### src/rtl/posit_op_sequencer_if.sv
// ============================================================================
// posit_op_sequencer_if : Avalon-MM slave bus plus posit datapath operand/result
// Revision: 1.0
// ============================================================================
`default_nettype none

interface posit_op_sequencer_if #(
  parameter int WIDTH = 32
);
  logic [2:0]       avs_address;
  logic             avs_write;
  logic [WIDTH-1:0] avs_writedata;
  logic             avs_read;
  logic [WIDTH-1:0] avs_readdata;
  logic             avs_readdatavalid;
  logic [WIDTH-1:0] io_num1;
  logic [WIDTH-1:0] io_num2;
  logic [WIDTH-1:0] io_result;
  logic             irq;

  // Master side covers both the bus initiator and the datapath it feeds.
  modport master (
    output avs_address, avs_write, avs_writedata, avs_read, io_result,
    input  avs_readdata, avs_readdatavalid, io_num1, io_num2, irq
  );

  modport slave (
    input  avs_address, avs_write, avs_writedata, avs_read, io_result,
    output avs_readdata, avs_readdatavalid, io_num1, io_num2, irq
  );
endinterface

`default_nettype wire

### src/rtl/posit_op_sequencer.sv
// ============================================================================
// posit_op_sequencer : start/busy/done register block for the posit datapath.
// Optional macro POSIT_SEQ_IRQ_EN enables the registered completion interrupt.
// Revision: 1.0
// ============================================================================
`default_nettype none

module posit_op_sequencer #(
  parameter int WIDTH     = 32,
  parameter int LATENCY   = 2,
  parameter int CNT_WIDTH = 16
) (
  input  wire logic             clock,
  input  wire logic             reset,
  posit_op_sequencer_if.slave   bus
);

  typedef enum logic [1:0] {
    S_IDLE    = 2'd0,
    S_WAIT    = 2'd1,
    S_CAPTURE = 2'd2
  } state_t;

  state_t               state_q, state_d;
  logic [3:0]           wait_cnt_q, wait_cnt_d;
  logic [WIDTH-1:0]     num1_q, num1_d;
  logic [WIDTH-1:0]     num2_q, num2_d;
  logic [WIDTH-1:0]     result_q, result_d;
  logic [CNT_WIDTH-1:0] count_q, count_d;
  logic                 irq_en_q, irq_en_d;
  logic                 done_q, done_d;
  logic                 overrun_q, overrun_d;
  logic [WIDTH-1:0]     rdata_q, rdata_d;
  logic                 rvalid_q, rvalid_d;

  logic             busy;
  logic             wr_num1, wr_num2, wr_ctrl;
  logic             start, clr_done, rd_result;
  logic [WIDTH-1:0] rd_mux;

  always_comb begin
    state_d    = state_q;
    wait_cnt_d = wait_cnt_q;
    num1_d     = num1_q;
    num2_d     = num2_q;
    result_d   = result_q;
    count_d    = count_q;
    irq_en_d   = irq_en_q;
    done_d     = done_q;
    overrun_d  = overrun_q;
    rdata_d    = rdata_q;
    rvalid_d   = 1'b0;

    busy      = (state_q != S_IDLE);
    wr_num1   = bus.avs_write && (bus.avs_address == 3'd0);
    wr_num2   = bus.avs_write && (bus.avs_address == 3'd1);
    wr_ctrl   = bus.avs_write && (bus.avs_address == 3'd2);
    start     = wr_ctrl && bus.avs_writedata[0];
    clr_done  = wr_ctrl && bus.avs_writedata[1];
    rd_result = bus.avs_read && (bus.avs_address == 3'd4);

    // Operands are frozen while the datapath is settling.
    if (wr_num1 && !busy) num1_d = bus.avs_writedata;
    if (wr_num2 && !busy) num2_d = bus.avs_writedata;
    if (wr_ctrl)          irq_en_d = bus.avs_writedata[2];

    case (state_q)
      S_IDLE: begin
        if (start) begin
          state_d    = S_WAIT;
          wait_cnt_d = 4'(LATENCY);
        end
      end
      S_WAIT: begin
        wait_cnt_d = wait_cnt_q - 4'd1;
        if (wait_cnt_q == 4'd1) state_d = S_CAPTURE;
      end
      S_CAPTURE: begin
        state_d  = S_IDLE;
        result_d = bus.io_result;
        count_d  = count_q + CNT_WIDTH'(1);
      end
      default: state_d = S_IDLE;
    endcase

    // Capture outranks every clearing source.
    if (state_q == S_CAPTURE)
      done_d = 1'b1;
    else if (clr_done || rd_result || (start && !busy))
      done_d = 1'b0;

    if (clr_done)
      overrun_d = 1'b0;
    else if (busy && (start || wr_num1 || wr_num2))
      overrun_d = 1'b1;

    rd_mux = '0;
    case (bus.avs_address)
      3'd0:    rd_mux = num1_q;
      3'd1:    rd_mux = num2_q;
      3'd3:    rd_mux[3:0] = {irq_en_q, overrun_q, done_q, busy};
      3'd4:    rd_mux = result_q;
      3'd5:    rd_mux = WIDTH'(count_q);
      default: rd_mux = '0;
    endcase

    if (bus.avs_read) begin
      rvalid_d = 1'b1;
      rdata_d  = rd_mux;
    end
  end

  always_ff @(posedge clock) begin
    if (reset) begin
      state_q    <= S_IDLE;
      wait_cnt_q <= '0;
      num1_q     <= '0;
      num2_q     <= '0;
      result_q   <= '0;
      count_q    <= '0;
      irq_en_q   <= 1'b0;
      done_q     <= 1'b0;
      overrun_q  <= 1'b0;
      rdata_q    <= '0;
      rvalid_q   <= 1'b0;
    end else begin
      state_q    <= state_d;
      wait_cnt_q <= wait_cnt_d;
      num1_q     <= num1_d;
      num2_q     <= num2_d;
      result_q   <= result_d;
      count_q    <= count_d;
      irq_en_q   <= irq_en_d;
      done_q     <= done_d;
      overrun_q  <= overrun_d;
      rdata_q    <= rdata_d;
      rvalid_q   <= rvalid_d;
    end
  end

  assign bus.io_num1           = num1_q;
  assign bus.io_num2           = num2_q;
  assign bus.avs_readdata      = rdata_q;
  assign bus.avs_readdatavalid = rvalid_q;

`ifdef POSIT_SEQ_IRQ_EN
  logic irq_q, irq_d;

  assign irq_d = done_q & irq_en_q;

  always_ff @(posedge clock) begin
    if (reset) irq_q <= 1'b0;
    else       irq_q <= irq_d;
  end

  assign bus.irq = irq_q;
`else
  assign bus.irq = 1'b0;
`endif

endmodule

`default_nettype wire

### src/flat_wrapper.sv
// flat-port wrapper written by rule: the top's interface ports become plain ports
module posit_op_sequencer_flat 
#(
  parameter int WIDTH     = 32,
  parameter int LATENCY   = 2,
  parameter int CNT_WIDTH = 16
)
  (clock, reset, bus_avs_address, bus_avs_write, bus_avs_writedata, bus_avs_read, bus_io_result, bus_avs_readdata, bus_avs_readdatavalid, bus_io_num1, bus_io_num2, bus_irq);
  posit_op_sequencer_if #(.WIDTH(WIDTH)) bus_i ();
  input  wire logic clock;
  input  wire logic reset;
  input wire logic [$bits(bus_i.avs_address)-1:0] bus_avs_address;
  input wire logic [$bits(bus_i.avs_write)-1:0] bus_avs_write;
  input wire logic [$bits(bus_i.avs_writedata)-1:0] bus_avs_writedata;
  input wire logic [$bits(bus_i.avs_read)-1:0] bus_avs_read;
  input wire logic [$bits(bus_i.io_result)-1:0] bus_io_result;
  output wire logic [$bits(bus_i.avs_readdata)-1:0] bus_avs_readdata;
  output wire logic [$bits(bus_i.avs_readdatavalid)-1:0] bus_avs_readdatavalid;
  output wire logic [$bits(bus_i.io_num1)-1:0] bus_io_num1;
  output wire logic [$bits(bus_i.io_num2)-1:0] bus_io_num2;
  output wire logic [$bits(bus_i.irq)-1:0] bus_irq;
  assign bus_i.avs_address = bus_avs_address;
  assign bus_i.avs_write = bus_avs_write;
  assign bus_i.avs_writedata = bus_avs_writedata;
  assign bus_i.avs_read = bus_avs_read;
  assign bus_i.io_result = bus_io_result;
  assign bus_avs_readdata = bus_i.avs_readdata;
  assign bus_avs_readdatavalid = bus_i.avs_readdatavalid;
  assign bus_io_num1 = bus_i.io_num1;
  assign bus_io_num2 = bus_i.io_num2;
  assign bus_irq = bus_i.irq;
  posit_op_sequencer #(.WIDTH(WIDTH), .LATENCY(LATENCY), .CNT_WIDTH(CNT_WIDTH)) u_core (.clock(clock), .reset(reset), .bus(bus_i));
endmodule
### config.mk
export PLATFORM = sky130hd
export DESIGN_NAME = posit_op_sequencer_flat
export DESIGN_NICKNAME = d
export VERILOG_FILES = /design/src/rtl/posit_op_sequencer_if.sv /design/src/rtl/posit_op_sequencer.sv /design/src/flat_wrapper.sv
export SDC_FILE = /design/constraint.sdc
export NUM_CORES = 1
export LEC_CHECK = 0
export CAP_MARGIN = 5
export CORE_ASPECT_RATIO = 1.75
export CORE_MARGIN = 3
export CORE_UTILIZATION = 45
export DETAILED_ROUTE_END_ITERATION = 8
export PLACE_DENSITY_LB_ADDON = 0.08
export SYNTH_ARGS = -nofsm -noshare
export SYNTH_HDL_FRONTEND = slang
export SYNTH_SLANG_ARGS = --single-unit
### constraint.sdc
create_clock -name clock -period 1.81 [get_ports clock]
set_clock_uncertainty 0.1 [all_clocks]
set_input_delay 0.362 -clock clock [delete_from_list [all_inputs] [get_ports clock]]
set_output_delay 0.362 -clock clock [all_outputs]
set_load 0.005 [all_outputs]
==> metrics.md <==
| Metric | Value |
|---|---|
| Status | `finished, final reports clean` |
| Ys async rst share | `0%` |
| Total area of sequential cells | `approximately 3100 µm²` |
| CP max FO | `3` |
| Final HPWL DP | `roughly 15,000 µm` |
| Crit. Startpoint | `u_core.bus.io_num1[29]` |
| CTS Sinks | `~150` |
| CP peak stage delay | `about 0.53 ns` |
| Worst Hold Class | `in2reg` |
| Vias in the first global route | `roughly 6,300` |
| Ordered list of cells on the worst path | `clkdlybuf4s50_1` |
| Synth area leader | `dfxtp_1` |
| # diodes | `0` |
| Clock latency on the worst-skew pair | `0.41 ns` |
| First-pass GRT wire length | `roughly 32,000 µm` |
| Hold Startpoint | `bus_avs_read` |
| Worst slew pin tran | `~0.58 ns` |
| Design area | `9160 µm²` |
| Reg2Reg Launch Point | `u_core.count_q[7]` |
| Synth Cell Area | `approximately 6500 µm²` |
| CTS Buffer Depth | `2` |
| Mapped Avg Cell Area | `8.47 µm²` |
| Setup Buffers After CTS | `0` |
| Antenna Nets Post-Route | `0` |
| Min-Delay Endpoint | `u_core.bus.avs_readdata[1]` |
| IO buf count | `167` |
| Remaining Overflow, GRT | `0` |
| Critical Path End Type | `primary output` |
| RD Place Congestion | `0.896` |
| Multi-input gate area | `around 3100 µm²` |
| Crit path DAT | `between 1 and 1.5 ns` |
| Vias per cell | `roughly 5.5` |
| Initial antenna violation count | `1` |
| Top_reg_cell synth | `dfxtp_1` |
| Filler instances | `about 1,200` |
| Startpoint Class | `flop` |
| Chip Height | `~170 µm` |
| Reg2reg end | `u_core.count_q[15]` |
| Max-cap viol count | `0` |
| Leak pwr | `roughly 0.0034 µW` |
| Post-synth EDFFs | `0` |
| IO Count | `around 170` |
| Die Width | `~97 µm` |
| Register bit total from synthesis | `~150` |
| Slew HR | `61.4%` |
| R2R Setup Slk | `0.09 ns` |
| Cells after Synth | `770` |
| Final WL | `20,500 µm` |
| Reg clk slew, reported paths | `0.06 ns` |
| R2R cell count | `4` |
| Synth area leaders | `dfxtp_1 47%, nand2_1 12%, a21oi_1 10%, mux4_2 4.1%, nor2b_1 3.8%` |
| Slowest stage cell, crit path | `clkdlybuf4s50_1` |
| Total GRT Usage | `around a quarter` |
| TritonCTS buffer count | `17` |
| Post-synth cell types | `48` |
| Minimum clock period | `approximately 1.8 ns` |
| Worst VDD drop | `0.000568 V` |
| Row cnt | `57` |
| Drt first pass iters | `5` |
| Syn_nets | `844` |
| Placed Cells | `about 1,100` |
| Sequential share of the synthesized area | `a little under half` |
| Final worst setup slack | `about 0.024 ns` |
| Final hold violation count | `0` |
| PwrDens | `~840 nW/µm²` |
| Max-slew violations | `0` |
| DR vias | `6,127` |
| Post-place setup slack | `-0.236 ns` |
| Post-synth top area share | `~47%` |
| DP Area | `between 8000 and 9000 µm²` |
| Largest net degree at the start of global routing | `between 50 and 60` |
| # setup viols final | `0` |
| Mean routed wirelength per cell | `roughly 18 µm` |
| P&R area growth vs syn | `40.4%` |
| Drt drc | `0` |
| Commonest non-fill, non-tap cells in the layout | `201 x nand2_1, 156 x clkdlybuf4s50_1, 136 x dfxtp_1` |
| YS warnings | `0` |
| Die area | `between 15,000 and 20,000 µm²` |
| Tcrit/Tclk final | `slightly below 100%` |
| CP Class | `reg2out` |
| Ratio of cells with drive above 1 in the final layout | `approximately an eighth` |
| DRT iter0 DRCs | `roughly 310` |
| Initial Util | `a little under half` |
| Post-layout nets | `about 1,000` |
| Min-Delay Path Depth | `2` |
| Core area | `between 10,000 and 15,000 µm²` |
| Bufs and invs on worst path | `1` |
| CTS root buf | `clkbuf_16` |
| Util after Layout | `about two thirds` |
| Setup TNS | `0 ns` |
| RSZ-0062 raised after global routing | `true` |
| CTS tree | `built` |
| Commonest non-fill, non-tap cell in the layout | `nand2_1` |
| H-tree depth | `4` |
| Max Fclk | `between 0.5 and 0.6 GHz` |
| Filler-free cell count of the finished design | `around 1,100` |
| Crit path max-delay family | `buffers and inverters` |
| Data required, critical path | `around 1.4 ns` |
[state kept, by name (all words and copies together), names as in the netlist]
signal and cells:
u_core.bus.avs_readdata 32, u_core.bus.io_num1 32, u_core.bus.io_num2 32, u_core.result_q 32
u_core.count_q 16, u_core.wait_cnt_q 4, u_core.state_q 2, u_core.bus.avs_readdatavalid 1
u_core.done_q 1, u_core.irq_en_q 1, u_core.overrun_q 1
[stage by stage]
stage               total power [µW]  hold slack (ns)
floorplan                       3780            0.332
global placement                4140            0.339
detailed placement              4150            0.346
CTS                             7720            0.183
global route                    7890            0.203
finish                          7660            0.193
[what timing repair did]
item	in CTS	in global routing
hold buffers	0	0
pin swaps	0	0
endpoints found under the setup margin	3	24
gates resized for setup	3	23
[worst max-delay path by stage]
stage / to / slack [ns] / depth (start not counted)
global route: u_core.count_q[15] / -0.05 / 4
floorplan: u_core.bus.avs_readdata[8] / 0.21 / 5
finish: bus_io_num1[29] / 0.02 / 1
detailed placement: u_core.bus.io_num2[2] / -0.24 / 7
CTS: u_core.count_q[15] / 0.002 / 4
global placement: u_core.bus.io_num2[2] / -0.15 / 7
[cell families (layout without fill, tap and decap cells)]
group	count (synthesis)	after routing	share of synthesized area, %
xor gates and xnor gates	10	10	1.34
and+or+nand+nor	327	327	22.5
buffers and inverters	68	244	4.91
DFF	154	154	47.2
muxes	37	37	8.78
other	1	1	0.0575
adders and majority gates	3	3	0.575
AOI/OAI and AO/OA	170	170	14.6
[cell usage after synthesis, types with 3 or more instances]
| cell type | instances |
|---|---|
| buf_6 | 3 |
| dfxtp_1 | 154 |
| xor2_1 | 5 |
| mux2i_1 | 19 |
| or3_1 | 4 |
| nand3_1 | 8 |
| a21oi_1 | 132 |
| inv_1 | 7 |
| and3_1 | 3 |
| a31oi_1 | 6 |
| o2bb2ai_1 | 17 |
| xnor2_1 | 5 |
| nor2b_1 | 40 |
| mux4_1 | 3 |
| buf_4 | 4 |
| nor2_1 | 48 |
| o21ai_0 | 4 |
| nor3_1 | 4 |
| nand2_1 | 201 |
| mux4_2 | 12 |
| ha_1 | 3 |
| nand2b_1 | 5 |
| buf_2 | 21 |
| clkbuf_1 | 31 |
[layer usage]
metal  wire length [µm]  up-vias  GRT usage, %
met4                642        2          11.8
met5                 13        -             0
met3               1290       42          5.76
met1               7730     2919          27.6
li1                   -     2933             -
met2              10800      231          46.9
[area by class of cell]
cell class	count	share of cell area, %
Clock inverter	11	1.60
Tap cell	177	2.42
Timing Repair Buffer	207	22.6
Sequential cell	154	33.9
Inverter	7	0.287
Clock buffer	19	4.94
Multi-Input combinational cell	548	34.2
[power breakdown]
part           total (µW)  leakage [µW]  internal [µW]  switching, µW
Clock                3590      0.000291           2230           1360
Sequential           3470       0.00125           3430           34.2
Combinational         609       0.00188            323            286
Total                7660       0.00342           5980           1680
(Power assumes the default switching activity.)
